--- src/rtl/pc_unit_pkg.sv ---
// Shared constants for the program-counter unit: FSM encoding, default vectors
// and the next-PC source tag reported by the selector.
package rv32i_pc_pkg;
  localparam logic [1:0]  ST_BOOT = 2'd0;
  localparam logic [1:0]  ST_RUN  = 2'd1;
  localparam logic [1:0]  ST_HALT = 2'd2;

  localparam logic [31:0] DEF_RESET_VECTOR = 32'h0000_0000;
  localparam logic [31:0] DEF_TRAP_VECTOR  = 32'h0000_0100;

  typedef enum logic [2:0] {
    SEL_SEQ, SEL_HOLD, SEL_TRAP, SEL_REDIR, SEL_MISAL, SEL_MRET, SEL_HALT, SEL_RESUME
  } sel_e;
endpackage

--- src/rtl/pc_unit_if.sv ---
// Control/status bundle between the PC unit (slave) and the pipeline driving it (master).
interface pc_unit_if #(parameter int XLEN = 32);
  logic            stall;
  logic            redirect_valid;
  logic [XLEN-1:0] redirect_target;
  logic            trap_req;
  logic            mret;
  logic            halt_req;
  logic            resume;
  logic [XLEN-1:0] pc;
  logic [XLEN-1:0] pc_plus_inc;
  logic            pc_valid;
  logic [XLEN-1:0] epc;
  logic            misaligned;
  logic [XLEN-1:0] bad_addr;
  logic [1:0]      state;

  modport master (
    output stall, redirect_valid, redirect_target, trap_req, mret, halt_req, resume,
    input  pc, pc_plus_inc, pc_valid, epc, misaligned, bad_addr, state
  );
  modport slave (
    input  stall, redirect_valid, redirect_target, trap_req, mret, halt_req, resume,
    output pc, pc_plus_inc, pc_valid, epc, misaligned, bad_addr, state
  );
endinterface

--- src/rtl/pc_unit_next_sel.sv ---
// Combinational next-PC / next-state selection for RUN and HALT; BOOT is owned by pc_unit.
import rv32i_pc_pkg::*;

module pc_next_sel #(
  parameter int              XLEN        = 32,
  parameter int              INC         = 4,
  parameter logic [XLEN-1:0] TRAP_VECTOR = XLEN'(DEF_TRAP_VECTOR)
) (
  input  logic [1:0]      state,
  input  logic            stall,
  input  logic            redirect_valid,
  input  logic [XLEN-1:0] redirect_target,
  input  logic            trap_req,
  input  logic            mret,
  input  logic            halt_req,
  input  logic            resume,
  input  logic [XLEN-1:0] pc,
  input  logic [XLEN-1:0] epc,
  input  logic [XLEN-1:0] pc_plus_inc,
  output logic [XLEN-1:0] pc_nxt,
  output logic [1:0]      state_nxt,
  output logic            epc_we,
  output logic            misal,
  output sel_e            sel
);
  logic unaligned;
  // INC is a power of two, so alignment is a low-bit mask test
  assign unaligned = (redirect_target & XLEN'(INC - 1)) != '0;

  always_comb begin
    pc_nxt    = pc;
    state_nxt = state;
    epc_we    = 1'b0;
    misal     = 1'b0;
    sel       = SEL_HOLD;
    case (state)
      ST_RUN: begin
        if (trap_req) begin
          sel = SEL_TRAP;  pc_nxt = TRAP_VECTOR; epc_we = 1'b1;
        end else if (redirect_valid && unaligned) begin
          sel = SEL_MISAL; pc_nxt = TRAP_VECTOR; epc_we = 1'b1; misal = 1'b1;
        end else if (redirect_valid) begin
          sel = SEL_REDIR; pc_nxt = redirect_target;
        end else if (mret) begin
          sel = SEL_MRET;  pc_nxt = epc;
        end else if (halt_req) begin
          sel = SEL_HALT;  state_nxt = ST_HALT;
        end else if (!stall) begin
          sel = SEL_SEQ;   pc_nxt = pc_plus_inc;
        end
      end
      ST_HALT: begin
        if (resume) begin
          sel = SEL_RESUME; state_nxt = ST_RUN;
        end
      end
      default: ;
    endcase
  end
endmodule

--- src/rtl/pc_unit.sv ---
// Program counter with BOOT/RUN/HALT control, trap entry/return and misaligned
// redirect detection. Registers and FSM live here; priority logic in pc_next_sel.
import rv32i_pc_pkg::*;

module pc_unit #(
  parameter int              XLEN         = 32,
  parameter logic [XLEN-1:0] RESET_VECTOR = XLEN'(DEF_RESET_VECTOR),
  parameter logic [XLEN-1:0] TRAP_VECTOR  = XLEN'(DEF_TRAP_VECTOR),
  parameter int              INC          = 4
) (
  input logic       clk,
  input logic       reset,
  pc_unit_if.slave  bus
);
  logic [XLEN-1:0] pc_q, epc_q, bad_q, pc_nxt, pc_inc;
  logic [1:0]      state_q, state_nxt;
  logic            mis_q, epc_we, misal, booted;
  sel_e            sel;

  assign pc_inc = pc_q + XLEN'(INC);

  pc_next_sel #(.XLEN(XLEN), .INC(INC), .TRAP_VECTOR(TRAP_VECTOR)) u_sel (
    .state          (state_q),
    .stall          (bus.stall),
    .redirect_valid (bus.redirect_valid),
    .redirect_target(bus.redirect_target),
    .trap_req       (bus.trap_req),
    .mret           (bus.mret),
    .halt_req       (bus.halt_req),
    .resume         (bus.resume),
    .pc             (pc_q),
    .epc            (epc_q),
    .pc_plus_inc    (pc_inc),
    .pc_nxt         (pc_nxt),
    .state_nxt      (state_nxt),
    .epc_we         (epc_we),
    .misal          (misal),
    .sel            (sel)
  );

  // booted marks the edge that samples reset release; BOOT then lasts one full cycle
  always_ff @(posedge clk or negedge reset) begin
    if (!reset) begin
      booted  <= 1'b0;
      state_q <= ST_BOOT;
      pc_q    <= RESET_VECTOR;
      epc_q   <= '0;
      bad_q   <= '0;
      mis_q   <= 1'b0;
    end else begin
      booted <= 1'b1;
      mis_q  <= misal;
      if (state_q == ST_BOOT) begin
        if (booted) state_q <= ST_RUN;
      end else begin
        state_q <= state_nxt;
        pc_q    <= pc_nxt;
        if (epc_we) epc_q <= pc_q;
        if (misal)  bad_q <= bus.redirect_target;
      end
    end
  end

  assign bus.pc          = pc_q;
  assign bus.pc_plus_inc = pc_inc;
  assign bus.pc_valid    = (state_q == ST_RUN);
  assign bus.epc         = epc_q;
  assign bus.misaligned  = mis_q;
  assign bus.bad_addr    = bad_q;
  assign bus.state       = state_q;
endmodule

--- src/flat_wrapper.sv ---
// flat-port wrapper written by rule: the top's interface ports become plain ports
module pc_unit_flat 
#(
  parameter int              XLEN         = 32,
  parameter logic [XLEN-1:0] RESET_VECTOR = XLEN'(DEF_RESET_VECTOR),
  parameter logic [XLEN-1:0] TRAP_VECTOR  = XLEN'(DEF_TRAP_VECTOR),
  parameter int              INC          = 4
)
  (clk, reset, bus_stall, bus_redirect_valid, bus_redirect_target, bus_trap_req, bus_mret, bus_halt_req, bus_resume, bus_pc, bus_pc_plus_inc, bus_pc_valid, bus_epc, bus_misaligned, bus_bad_addr, bus_state);
  pc_unit_if #(.XLEN(XLEN)) bus_i ();
  input logic clk;
  input logic reset;
  input wire logic [$bits(bus_i.stall)-1:0] bus_stall;
  input wire logic [$bits(bus_i.redirect_valid)-1:0] bus_redirect_valid;
  input wire logic [$bits(bus_i.redirect_target)-1:0] bus_redirect_target;
  input wire logic [$bits(bus_i.trap_req)-1:0] bus_trap_req;
  input wire logic [$bits(bus_i.mret)-1:0] bus_mret;
  input wire logic [$bits(bus_i.halt_req)-1:0] bus_halt_req;
  input wire logic [$bits(bus_i.resume)-1:0] bus_resume;
  output wire logic [$bits(bus_i.pc)-1:0] bus_pc;
  output wire logic [$bits(bus_i.pc_plus_inc)-1:0] bus_pc_plus_inc;
  output wire logic [$bits(bus_i.pc_valid)-1:0] bus_pc_valid;
  output wire logic [$bits(bus_i.epc)-1:0] bus_epc;
  output wire logic [$bits(bus_i.misaligned)-1:0] bus_misaligned;
  output wire logic [$bits(bus_i.bad_addr)-1:0] bus_bad_addr;
  output wire logic [$bits(bus_i.state)-1:0] bus_state;
  assign bus_i.stall = bus_stall;
  assign bus_i.redirect_valid = bus_redirect_valid;
  assign bus_i.redirect_target = bus_redirect_target;
  assign bus_i.trap_req = bus_trap_req;
  assign bus_i.mret = bus_mret;
  assign bus_i.halt_req = bus_halt_req;
  assign bus_i.resume = bus_resume;
  assign bus_pc = bus_i.pc;
  assign bus_pc_plus_inc = bus_i.pc_plus_inc;
  assign bus_pc_valid = bus_i.pc_valid;
  assign bus_epc = bus_i.epc;
  assign bus_misaligned = bus_i.misaligned;
  assign bus_bad_addr = bus_i.bad_addr;
  assign bus_state = bus_i.state;
  pc_unit #(.XLEN(XLEN), .RESET_VECTOR(RESET_VECTOR), .TRAP_VECTOR(TRAP_VECTOR), .INC(INC)) u_core (.clk(clk), .reset(reset), .bus(bus_i));
endmodule
--- config.mk ---
export PLATFORM = sky130hd
export DESIGN_NAME = pc_unit_flat
export DESIGN_NICKNAME = d
export VERILOG_FILES = /design/src/rtl/pc_unit_pkg.sv /design/src/rtl/pc_unit_if.sv /design/src/rtl/pc_unit_next_sel.sv /design/src/rtl/pc_unit.sv /design/src/flat_wrapper.sv
export SDC_FILE = /design/constraint.sdc
export NUM_CORES = 1
export LEC_CHECK = 0
export CORE_MARGIN = 5
export CORE_UTILIZATION = 42
export DETAILED_ROUTE_END_ITERATION = 10
export PLACE_DENSITY_LB_ADDON = 0.12
export SYNTH_ARGS = -nofsm -noshare
export SYNTH_HDL_FRONTEND = slang
export SYNTH_SLANG_ARGS = --single-unit
--- constraint.sdc ---
create_clock -name clk -period 1.7 [get_ports clk]
set_clock_uncertainty 0.15 [all_clocks]
set_input_delay 0.17 -clock clk [delete_from_list [all_inputs] [get_ports clk]]
set_output_delay 0.17 -clock clk [all_outputs]
set_load 0.03 [all_outputs]
# Word level (Yosys, flattened, before mapping)
# Cells that the tools add are included.
# op_classes
add_sub_neg,1
mux,20
n_eq_ne,11
n_reduce_logical,8
n_bitwise,1
# ops
cell,n
2-to-1 mux 32 bit,6
adder 32 x 3 -> 32 bit (second input constant),1
nonzero test 32 bit,1
inequality test 3 x 2 -> 1 bit (second input constant),6
2-to-1 mux 2 bit,8
AND reduction 8 bit,1
2-to-1 mux 1 bit,5
inequality test 5 x 1 -> 1 bit (second input constant),1
inequality test 5 x 4 -> 1 bit (second input constant),1
one-hot mux 2 bit (2 select lines),1
AND reduction 2 bit,2
AND reduction 4 bit,1
nonzero test 3 bit,1
== test 2 x 1 -> 1 bit (second input constant),1
== test 2 bit (second input constant),1
logical NOT 2 bit,1
inequality test 2 x 1 -> 1 bit (second input constant),1
logical AND 1 bit,1
inverter 1 bit,1
# totals
wordCells,47
output_inout_bits,132
inputBits,40
regBits,100

# Logic depth before layout (Yosys ltp)
# Gate-level depths: netlist of run 1.
# depth
word_depth,7
depth_mapped,8
depth_no_buf,6

# By module
# From an unflattened synthesis of run 1, not the netlist that was laid out.
# hier_totals
hier_cells,552
area_unflattened_um2,5936.9
# modules_own_cells
mod,area_per_inst_um2,seq_area_each_um2,cells_each,n_inst
pc_unit,4260.3,2502.4,297,1
pc_next_sel,1676.6,0.0,255,1

# Least setup slack after synthesis of run 1
# Ideal clock, no wire load.
# synth_timing
path_kind,reg-to-reg
from,register u_core.pc_q[3] (netlist: u_core.bus.pc[3])
to,register u_core.pc_q[8] (netlist: u_core.bus.pc[8])
setup_ps,77
arrival_time_ps,2223
period_less_slack_ps,2451
path_buffers,0
setup_slack_ps,-751
t_required_ps,1473
stages_incl_launch_ff,7
path_cell_list,dfrtp_1 -> ha_1 -> nand4_1 -> or2_2 -> xnor2_1 -> o21ai_0 -> a21oi_1
# synth_via
elab_chain_len,7
# synth_rtl
item,line_no,rtl
from (decl),pc_unit.sv:15,"logic [XLEN-1:0] pc_q, epc_q, bad_q, pc_nxt, pc_inc;"
from (signal assigned),pc_unit.sv:57,pc_q <= pc_nxt;
adder 32 x 3 -> 32 bit,pc_unit.sv:20,assign pc_inc = pc_q + XLEN'(INC);
named net bus_pc_plus_inc[8],flat_wrapper.sv:21,output wire logic [$bits(bus_i.pc_plus_inc)-1:0] bus_pc_plus_inc;
2-to-1 mux 32 bit,pc_unit_next_sel.sv:48,end else if (!stall) begin
2-to-1 mux 32 bit,pc_unit_next_sel.sv:46,end else if (halt_req) begin
2-to-1 mux 32 bit,pc_unit_next_sel.sv:44,end else if (mret) begin
2-to-1 mux 32 bit,pc_unit_next_sel.sv:42,end else if (redirect_valid) begin
2-to-1 mux 32 bit,pc_unit_next_sel.sv:40,end else if (redirect_valid && unaligned) begin
2-to-1 mux 32 bit,pc_unit_next_sel.sv:38,if (trap_req) begin
# The timed path passes the listed nets, and every way through them passes these cells. The select of a mux whose other input is x is not followed.
# A chain may end at the register's enable or synchronous reset.

# Worst setup path in the final report of run 1
# layout_timing
from,register u_core.pc_q[2] (netlist: u_core.bus.pc[2])
to,output bus_pc_plus_inc[28]
# layout_via
elab_chain_len,1
# layout_rtl
item,line_no
adder 32 x 3 -> 32 bit,pc_unit.sv:20
to (decl),flat_wrapper.sv:21
# No other way between the ends.

==> results of run 1 <==
## layout make-up
| type | count | area, um^2 | share of cell area (%) |
|---|---|---|---|
| tap | 147 | 183.9 | 1.868 |
| inverter | 15 | 62.56 | 0.6355 |
| multi-input combinational | 329 | 3467 | 35.22 |
| sequential | 100 | 2531 | 25.71 |
| clock inverter | 6 | 65.06 | 0.6609 |
| timing repair buffer | 351 | 3306 | 33.58 |
| clock buffer | 10 | 229.0 | 2.326 |
## power breakdown
group	total (mW)	internal [mW]	leakage [nW]	switching, mW
logic	9.51	4.29	3.35	5.23
clock network	2.08	1.14	0.142	0.937
registers	3.95	3.28	1.26	0.673
## cell families (layout without fill, tap and decap cells)
kind of cell / after synthesis / in the layout / share of synthesized area [%]
AND/OR/NAND/NOR: 104 / 104 / 10.91
adder cells (fa/ha/maj): 1 / 1 / 0.2425
flip-flops: 100 / 100 / 48.51
XOR/XNOR: 28 / 28 / 4.754
other: 1 / 1 / 0.07269
buffers and inverters: 46 / 382 / 4.439
AO/OA/AOI/OAI: 136 / 136 / 18.31
multiplexers: 59 / 59 / 12.76
## worst register-to-register path, delay by kind of cell, from the launching register on
kind	cells	cell delay [ns]
and+or+nand+nor	3	0.36
AOI/OAI and AO/OA	2	0.34
buffers and inverters	6	0.74
DFF	1	0.42
adders and majority gates	1	0.15
## registers in the layout (all words and copies together), names as in the netlist
register,cells
u_core.booted,1
u_core.bus.bad_addr,32
u_core.bus.pc,32
u_core.bus.state,2
u_core.bus.epc,32
u_core.bus.misaligned,1
## cell usage in the layout, fill, tap and decap left out, types with 13 or more instances in the layout
cell type	instances
dfrtp_1	77
mux2_4	54
o21ai_1	20
buf_4	131
nor2_1	14
clkdlybuf4s50_1	37
nand2_1	16
xnor2_4	13
dfrtp_2	23
dlygate4sd2_1	91
buf_6	65
## what timing repair did
| item | CTS | global route |
|---|---|---|
| gates resized for setup | 248 | 63 |
| buffers inserted | 46 | 20 |
| cloned | 6 | 0 |
| pin swaps | 37 | 31 |
| endpoints found under the setup margin | 212 | 129 |
| hold buffers | 1 | 0 |
| endpoints found under the hold margin | 100 | 0 |
## stage by stage
step                util, %  area, um^2  setup TNS, ns  instances
floorplan                 -        5908         -27.42        475
global placement      69.98        8406         -38.98        879
detailed placement    69.98        8406         -43.47        879
CTS                   80.21        9634         -24.99        947
global route          81.96        9844         -35.03        958
finish                81.96        9844         -28.59        958
## worst max path at each step
stage	to	slack (ns)
5_1_grt	bus_pc_plus_inc[28]	-0.83
2_1_floorplan	bus_pc_plus_inc[29]	-0.46
3_5_place_dp	u_core.bus.pc[18]	-0.53
3_3_place_gp	bus_pc_plus_inc[31]	-0.50
6_report	bus_pc_plus_inc[28]	-0.76
4_1_cts	bus_pc_plus_inc[31]	-0.71
## layer usage
metal,track usage [%],wire (um),up-vias
met4,13.31,762,0
met2,49.36,10870,254
met1,35.91,8468,2776
met5,0,0,-
met3,4.864,1437,58
li1,-,-,2425
==> run summary, run 1 <==
Max Freq = 407.0 MHz
Fin Hold WS = 0.2775 ns
Filler cells = 678
CP max FO = 6
Worst path slowest cell = dfrtp_2
Tot Pwr = 15.54 mW
Sequential fraction of the synthesis area = 48.51%
Gr ovfl total = 0
First-pass GRT wire length = 32.73 mm
Worst path required time = 1.38 ns
Antenna violation net count after detailed routing = 0
Leakage = 4.754 nW
Routed vias = 5513
Detailed Route WL = 21.54 mm
Core Area = 12010 um^2
Share of layout cells above drive strength 1 = 51.54%
Area leader, netlist = dfrtp_1
Core Rows = 40
Status = finished with violations
Synth Register Bits = 100
R2R Path End = u_core.bus.pc[12]
Kind of critical path = reg -> out
Slew margin rel. = 63.25%
Clock buffers created by TritonCTS = 9
CP Cell Sequence = ha_4 > nand4_1 > buf_6 > nor3_4 > buf_6 > nand4_1 > xnor2_2 > buf_6
FF-to-FF path depth = 12
Async set-reset flop share out of synthesis = 100.0%
Die height = 120.8 um
Slew @ Worst Pin = 0.5513 ns
Port buffer count = 171
Clock root buffer = clkbuf_16
Antenna cells = 0
Slew Viols, Final = 0
Reg clk slew, reported paths = 0.07 ns
Final count of negative-setup-slack endpoints = 98
Avg Synthesized Cell Area = 10.86 um^2
Drt drc = 0
Cell family with most CP delay = simple AND/OR/NAND/NOR gates
Count leader, synth = dfrtp_1
RSZ-0062 raised after global routing = true
Cell variety after synth = 64
CP Depth = 8
CP Launch Point = u_core.bus.pc[2]
TritonCTS clock tree = yes
Crit share post-route = 144.5%
Final #Nets = 847
Area Overhead vs Synth = 90.83%
H-tree Lvls = 3
Max_cap viols = 0
Later-pin clock latency in the skew report = 0.36 ns
HP Class = in -> async
Die X = 120.8 um
Largest stage delay on the critical path = 0.42 ns
Reg2Reg Setup Slack = -0.56 ns
Fin worst setup slack = -0.7572 ns
Post-synth top cells = dfrtp_1, mux2_2, o21ai_0, nand2_1, xnor2_1
Vias in the first global route = 5903
HPWL Detailed = 13.38 mm
Largest net degree at the start of global routing = 101
Most used DFF post-synth = dfrtp_1
Post-synth top area share = 48.51%
Syn Nets = 516
DRC violation total after the first TritonRoute iteration = 405
CP most frequent cell = buf_6
Clock Tree Buf Depth = 2
Final hold vios = 0
Violated checks = negative setup slack
Pwr dens = 1579 nW/um^2
Gr usage total = 28.99%
# clock sinks = 100
Vias per cell = 5.755
Routability cong. = 0.8572
Peak supply drop = 0.001090 V
Crit. End Element = primary output
Synth area leaders = dfrtp_1, mux2_2, o21ai_0, xnor2_1, nand2_1
CP arrival = 2.14 ns
Mapped Cells = 475
Synthesized area = 5159 um^2
Starting Density = 42.95%
R2r startpoint = u_core.bus.pc[2]
First-pass detailed-route iteration total = 5
Pre-CTS WS = -0.5341 ns
Post-layout min period = 2.457 ns
Number of synthesized flops with an enable pin = 0
Routed len/inst = 22.48 um
Worst setup SP type = flop
I/O pins = 172
Initial antenna violation count = 0
Synth warn = 0
Die area = 14600 um^2
CP Buf/Inv Count = 3
Power figures use the tool's default switching activity.
==> run 2, diff against run 1 <==
--- a/config.mk
+++ b/config.mk
@@ -6,7 +6,7 @@
 export NUM_CORES = 1
 export LEC_CHECK = 0
 export CORE_MARGIN = 5
-export CORE_UTILIZATION = 42
+export CORE_UTILIZATION = 46
 export DETAILED_ROUTE_END_ITERATION = 10
 export PLACE_DENSITY_LB_ADDON = 0.12
 export SYNTH_ARGS = -nofsm -noshare
==> constraint.sdc (replaced) <==
create_clock -name clk -period 2.6 [get_ports clk]
set_clock_uncertainty 0.15 [all_clocks]
set_input_delay 0.26 -clock clk [delete_from_list [all_inputs] [get_ports clk]]
set_output_delay 0.26 -clock clk [all_outputs]
set_load 0.03 [all_outputs]
==> run summary, run 2 (synthesized netlist as in run 1, its figures left out) <==
Cell family with most CP delay = buffers and inverters (was simple AND/OR/NAND/NOR gates)
Seq pwr share = 29.0% (was 25.4%)
Fin Hold WS = 0.3205 ns (was 0.2775 ns)
Switching Fraction = 42.23% (was 44.00%)
Routability cong. = 0.8587 (was 0.8572)
I/O pins = 172 (unchanged)
Worst path slowest cell = dfrtp_1 (was dfrtp_2)
Port buffer count = 171 (unchanged)
Psw = 3.808 mW (was 6.839 mW)
Commonest cells after routing, fill and taps aside = clkdlybuf4s50_1, dfrtp_1, buf_4 (was buf_4, dlygate4sd2_1, dfrtp_1)
Commonest non-fill, non-tap cell in the layout = clkdlybuf4s50_1 (was buf_4)
Vias in the first global route = 4921 (was 5903)
Die height = 115.9 um (was 120.8 um)
Pwr dens = 1167 nW/um^2 (was 1579 nW/um^2)
Fin worst setup slack = 0.04763 ns (was -0.7572 ns)
Final hold vios = 0 (unchanged)
Gr ovfl total = 0 (unchanged)
Sum Neg Setup Slack = 0 ns (was -28.59 ns)
Worst setup SP type = flop (unchanged)
Clock root buffer = clkbuf_16 (unchanged)
Status = complete, no violations (was finished with violations)
Share of layout cells above drive strength 1 = 25.44% (was 51.54%)
Pre-CTS WS = 0.1991 ns (was -0.5341 ns)
Clock share of power = 18.1% (was 13.4%)
Final #Nets = 721 (was 847)
Kind of critical path = reg -> out (unchanged)
Initial antenna violation count = 0 (unchanged)
Crit share post-route = 98.17%
Antenna cells = 0 (unchanged)
Peak supply drop = 0.0005794 V (was 0.001090 V)
FF-to-FF path depth = 8 (was 12)
Gr usage total = 25.56% (was 28.99%)
Drt drc = 0 (unchanged)
H-tree Lvls = 3 (unchanged)
Antenna violation net count after detailed routing = 0 (unchanged)
Core Area = 10940 um^2 (was 12010 um^2)
Area Overhead vs Synth = 49.77% (was 90.83%)
Slew @ Worst Pin = 0.7152 ns (was 0.5513 ns)
CP Depth = 8 (unchanged)
Die X = 115.9 um (was 120.8 um)
Reg clk slew, reported paths = 0.06 ns (was 0.07 ns)
Max Freq = 391.8 MHz
Crit. End Element = primary output (unchanged)
Vias per cell = 5.788 (was 5.755)
Post-layout min period = 2.552 ns
Core Rows = 38 (was 40)
Clock Tree Buf Depth = 2 (unchanged)
CP Cell Sequence = ha_2 > nand4_1 > buf_4 > nor3_4 > buf_4 > and4_4 > xor2_1 > buf_4 (was ha_4 > nand4_1 > buf_6 > nor3_4 > buf_6 > nand4_1 > xnor2_2 > buf_6)
Routed vias = 4769 (was 5513)
Finished Layout Cells = 824 (was 958)
Worst path required time = 2.19 ns (was 1.38 ns)
Die area = 13430 um^2 (was 14600 um^2)
Clock buffers created by TritonCTS = 9 (unchanged)
Max_cap viols = 0 (unchanged)
CP max FO = 4 (was 6)
Detailed Route WL = 16.98 mm (was 21.54 mm)
DRC violation total after the first TritonRoute iteration = 277 (was 405)
Placed insts = 793 (was 879)
First-pass detailed-route iteration total = 5 (unchanged)
Leakage = 3.323 nW (was 4.754 nW)
Slew margin rel. = 51.95% (was 63.25%)
Final count of negative-setup-slack endpoints = 0 (was 98)
Slew Viols, Final = 0 (unchanged)
RSZ-0062 raised after global routing = true (unchanged)
TritonCTS clock tree = yes (unchanged)
Later-pin clock latency in the skew report = 0.35 ns (was 0.36 ns)
Largest stage delay on the critical path = 0.40 ns (was 0.42 ns)
First-pass GRT wire length = 26.73 mm (was 32.73 mm)
# clock sinks = 100 (unchanged)
Routed len/inst = 20.61 um (was 22.48 um)
CP Buf/Inv Count = 3 (unchanged)
Pint = 5.209 mW (was 8.705 mW)
CP arrival = 2.14 ns (about the same)
HPWL Detailed = 12.17 mm (was 13.38 mm)
HP Class = in -> async (unchanged)
Starting Density = 47.17% (was 42.95%)
Largest net degree at the start of global routing = 57 (was 101)
CP most frequent cell = buf_4 (was buf_6)
Comb power frac = 52.9% (was 61.2%)
run 2: cell types whose count changed in the layout (fill, tap and decap cells not counted), sizes merged, moves of 2 or more:
cell,delta
clkinv,-3
clkbuf,-3
clkdlybuf4s50,+107
clkdlybuf4s15,-5
clkinvlp,-2
bufinv,+3
buf,-137
dlygate4sd2,-89
run 2: timing repair:
item                                   4_1_cts  5_1_grt
gates cloned                                 0        0
pin swaps                                    3        8
setup endpoints to repair                   15       15
hold buffers                                 1        0
setup buffers                                9        6
resized for setup                            9       18
endpoints found under the hold margin       44        0
run 2: final cells by class:
class / instances / area, um^2
Multi-Input combinational cell: 329 / 2506
Tap cell: 140 / 175.2
Timing Repair Buffer: 225 / 2122
Fill cell: 811 / 3209
Clock inverter: 5 / 125.1
Inverter: 15 / 56.30
Clock buffer: 10 / 229.0
Sequential cell: 100 / 2512
run 2: stage by stage:
stage	util [%]	instance area [um^2]	power, mW
4_1_cts	69.69	7621	9.024
2_1_floorplan	-	5159	5.224
5_1_grt	70.65	7726	9.459
3_3_place_gp	65.43	7156	7.267
3_5_place_dp	65.43	7156	7.348
6_report	70.65	7726	9.017
run 2: path summary, 6_finish.rpt:
check | slack, ns | startpoint | end
setup / recovery | 0.05 | u_core.bus.pc[2] | bus_pc_plus_inc[16]
hold / removal | 0.32 | reset | u_core.bus.bad_addr[21]
setup reg to reg | 0.46 | u_core.bus.pc[2] | u_core.bus.pc[24]
hold reg to reg | 0.36 | u_core.bus.bad_addr[31] | u_core.bus.bad_addr[31]
max in group asynchronous | 1.25 | reset | u_core.bus.pc[6]
min in group clk | 0.36 | u_core.bus.bad_addr[31] | u_core.bus.bad_addr[31]
run 2: power by group through the flow:
stage	clock, mW	sequential (mW)	combinational [mW]
floorplan	0	3.69	1.54
global placement	0	2.59	4.68
detailed placement	0	2.62	4.72
CTS	1.64	2.60	4.78
global route	1.72	2.71	5.02
finish	1.63	2.62	4.77
run 2: worst register-to-register path: cells and delay by family (launching register included):
family | cells | cell delay (ns)
buf+inv | 2 | 0.33
fa+ha+maj | 1 | 0.20
simple gates | 5 | 0.99
flops | 1 | 0.40
run 2: per-layer routing:
layer  wire length (um)  part of all wire [%]  global-route usage [%]  vias up
li1                   -                     -                       -     2174
met1               7028                    41                   33.96     2344
met2               8238                    49                   41.16      218
met3               1342                   7.9                   5.692       33
met4                369                   2.2                   9.435        0
met5                  0                     0                       0        -
==> run 3, diff against run 2 <==
--- a/config.mk
+++ b/config.mk
@@ -5,8 +5,9 @@
 export SDC_FILE = /design/constraint.sdc
 export NUM_CORES = 1
 export LEC_CHECK = 0
+export ABC_AREA = 1
 export CORE_MARGIN = 5
-export CORE_UTILIZATION = 46
+export CORE_UTILIZATION = 47
 export DETAILED_ROUTE_END_ITERATION = 10
 export PLACE_DENSITY_LB_ADDON = 0.12
 export SYNTH_ARGS = -nofsm -noshare
==> run summary, run 3 <==
Status = complete, no violations (unchanged)
H-tree Lvls = 3 (unchanged)
Final count of negative-setup-slack endpoints = 0 (unchanged)
Sequential fraction of the synthesis area = 46.86% (was 48.51%)
Routed vias = 5335 (was 4769)
Clock Tree Buf Depth = 2 (unchanged)
Synth area leaders = dfrtp_1, nand2_1, o21ai_0, nor2_1, inv_1 (was dfrtp_1, mux2_2, o21ai_0, xnor2_1, nand2_1)
Later-pin clock latency in the skew report = 0.35 ns (about the same)
Routed len/inst = 16.21 um (was 20.61 um)
Reg clk slew, reported paths = 0.07 ns (was 0.06 ns)
# clock sinks = 100 (unchanged)
Die height = 116.6 um (was 115.9 um)
Share of layout cells above drive strength 1 = 8.743% (was 25.44%)
I/O pins = 172 (unchanged)
CP arrival = 2.11 ns (was 2.14 ns)
Cell family with most CP delay = buffers and inverters (unchanged)
Slew @ Worst Pin = 0.5807 ns (was 0.7152 ns)
Final instance area = 7545 um^2 (was 7726 um^2)
Detailed Route WL = 17.15 mm (was 16.98 mm)
Max Freq = 396.9 MHz (was 391.8 MHz)
Async set-reset flop share out of synthesis = 100.0% (unchanged)
Drt drc = 0 (unchanged)
Crit. End Element = primary output (unchanged)
DRC violation total after the first TritonRoute iteration = 431 (was 277)
Slew margin rel. = 61.29% (was 51.95%)
Peak supply drop = 0.0009163 V (was 0.0005794 V)
Avg Synthesized Cell Area = 7.226 um^2 (was 10.86 um^2)
Starting Density = 47.37% (was 47.17%)
Post-layout min period = 2.519 ns (was 2.552 ns)
Post-synth top area share = 46.86% (was 48.51%)
Sum Neg Setup Slack = 0 ns (unchanged)
Synth warn = 0 (unchanged)
Synthesized area = 5340 um^2 (was 5159 um^2)
Placed insts = 1041 (was 793)
Postcts setup bufs = 0 (was 9)
Fin worst setup slack = 0.08063 ns (was 0.04763 ns)
Crit share post-route = 96.90% (was 98.17%)
Antenna cells = 0 (unchanged)
CP Buf/Inv Count = 2 (was 3)
Commonest non-fill, non-tap cell in the layout = nand2_1 (was clkdlybuf4s50_1)
Cell variety after synth = 32 (was 64)
Number of synthesized flops with an enable pin = 0 (unchanged)
Most used DFF post-synth = dfrtp_1 (unchanged)
Pre-CTS WS = 0.1554 ns (was 0.1991 ns)
Die area = 13590 um^2 (was 13430 um^2)
Kind of critical path = reg -> out (unchanged)
Clock buffers created by TritonCTS = 9 (unchanged)
Max_cap viols = 0 (unchanged)
Clock root buffer = clkbuf_16 (unchanged)
Routability cong. = 0.8727 (was 0.8587)
TritonCTS clock tree = yes (unchanged)
Worst setup SP type = flop (unchanged)
Core Area = 11270 um^2 (was 10940 um^2)
Area Overhead vs Synth = 41.28% (was 49.77%)
First-pass detailed-route iteration total = 5 (unchanged)
RSZ-0062 raised after global routing = false (was true)
Vias in the first global route = 5306 (was 4921)
Post-synth top cells = nand2_1, dfrtp_1, nor2_1, inv_1, o21ai_0 (was dfrtp_1, mux2_2, o21ai_0, nand2_1, xnor2_1)
Largest net degree at the start of global routing = 47 (was 57)
Core Rows = 39 (was 38)
Commonest cells after routing, fill and taps aside = nand2_1, clkdlybuf4s50_1, dfrtp_1 (was clkdlybuf4s50_1, dfrtp_1, buf_4)
Leakage = 3.655 nW (was 3.323 nW)
Die X = 116.6 um (was 115.9 um)
Final #Nets = 951 (was 721)
Filler cells = 978 (was 811)
First-pass GRT wire length = 27.27 mm (was 26.73 mm)
CP Cell Sequence = ha_1 > buf_4 > xor2_1 > clkdlybuf4s50_1 (was ha_2 > nand4_1 > buf_4 > nor3_4 > buf_4 > and4_4 > xor2_1 > buf_4)
Area leader, netlist = dfrtp_1 (unchanged)
CP max FO = 4 (unchanged)
Tot Pwr = 9.153 mW (was 9.017 mW)
HP Class = in -> reg (was in -> async)
Synth Register Bits = 100 (unchanged)
HPWL Detailed = 12.92 mm (was 12.17 mm)
Worst path required time = 2.19 ns (about the same)
Initial antenna violation count = 0 (unchanged)
Worst path slowest cell = clkdlybuf4s50_1 (was dfrtp_1)
Count leader, synth = nand2_1 (was dfrtp_1)
Port buffer count = 171 (unchanged)
Largest stage delay on the critical path = 0.73 ns (was 0.40 ns)
Gr ovfl total = 0 (unchanged)
Final hold vios = 0 (unchanged)
Antenna violation net count after detailed routing = 0 (unchanged)
Mapped Cells = 739 (was 475)
Gr usage total = 26.10% (was 25.56%)
Finished Layout Cells = 1058 (was 824)
Placed Area = 7243 um^2 (was 7156 um^2)
Pwr dens = 1213 nW/um^2 (was 1167 nW/um^2)
Syn Nets = 780 (was 516)
Slew Viols, Final = 0 (unchanged)
Vias per cell = 5.043 (was 5.788)
==> run 3: changes by cell type in the layout (fill, tap and decap cells not counted), moves of 11 or more <==
cell / change
nand3_1: +20
buf_4: -50
xnor2_1: -21
nor2_1: +49
mux2_2: -52
nand2_1: +286
inv_1: +44
dlygate4sd2_1: +11
o21ai_0: +15
==> run 3: kinds of logic after synthesis <==
family	after synthesis	synth area share (%)
adders and majority gates	1	0.2343
AOI/OAI and AO/OA	91	9.021
and+or+nand+nor	433	33.11
buffers and inverters	95	7.146
other	1	0.07022
DFF	100	46.86
muxes	4	0.8434
xor gates and xnor gates	14	2.718
==> run 3: per-layer routing <==
| metal | track usage [%] | vias up | share of wire (%) |
|---|---|---|---|
| li1 | - | 2626 | - |
| met1 | 35.45 | 2469 | 42 |
| met2 | 41.30 | 220 | 47 |
| met3 | 7.617 | 20 | 10 |
| met4 | 6.651 | 0 | 1.6 |
| met5 | 0 | - | 0 |
==> run 3: area by class of cell <==
type	count	area (um^2)	area share (%)
clock buffer	13	270.3	3.582
clock inverter	3	67.56	0.8955
inverter	63	236.5	3.134
multi-input combinational	544	2471	32.75
sequential	100	2502	33.17
tap	143	178.9	2.371
timing repair buffer	192	1818	24.10
==> run 3: through the flow <==
| step | util (%) | hold slack [ns] |
|---|---|---|
| after floorplan | - | -0.1856 |
| after global placement | 64.26 | 0.1430 |
| after detailed placement | 64.26 | 0.1434 |
| after CTS | 67.08 | 0.1873 |
| after global routing | 66.93 | 0.2067 |
| final | 66.93 | 0.2022 |
==> run 3: worst min-delay path, cell delays in order <==
cell and delay, ns:
buf_2 0.11, inv_2 0.12, nand2_1 0.11, o22ai_1 0.06
==> run 3: worst paths after layout <==
kind / end / cells after the start / slack [ns] / start
worst max-delay path: bus_pc_plus_inc[4] / 4 / 0.08 / u_core.bus.pc[2]
worst min-delay path: u_core.bus.pc[0] / 4 / 0.20 / bus_redirect_valid
worst max register to register: u_core.bus.pc[6] / 7 / 0.74 / u_core.bus.state[1]
worst min register to register: u_core.bus.bad_addr[18] / 2 / 0.34 / u_core.bus.bad_addr[18]
max in group asynchronous: u_core.bus.epc[17] / 3 / 1.31 / reset
min in group asynchronous: u_core.bus.bad_addr[15] / 2 / 0.29 / reset
==> run 3: what timing repair did <==
item | CTS | global route
endpoints found under the hold margin | 38 | 0
hold buffers | 1 | 0
endpoints found under the setup margin | 24 | 12
resized for setup | 24 | 23
==> run 3: where the power goes <==
part | switching [mW] | internal, mW
clock network | 0.591 | 0.923
logic | 3.07 | 1.83
registers | 0.556 | 2.18
total | 4.22 | 4.93
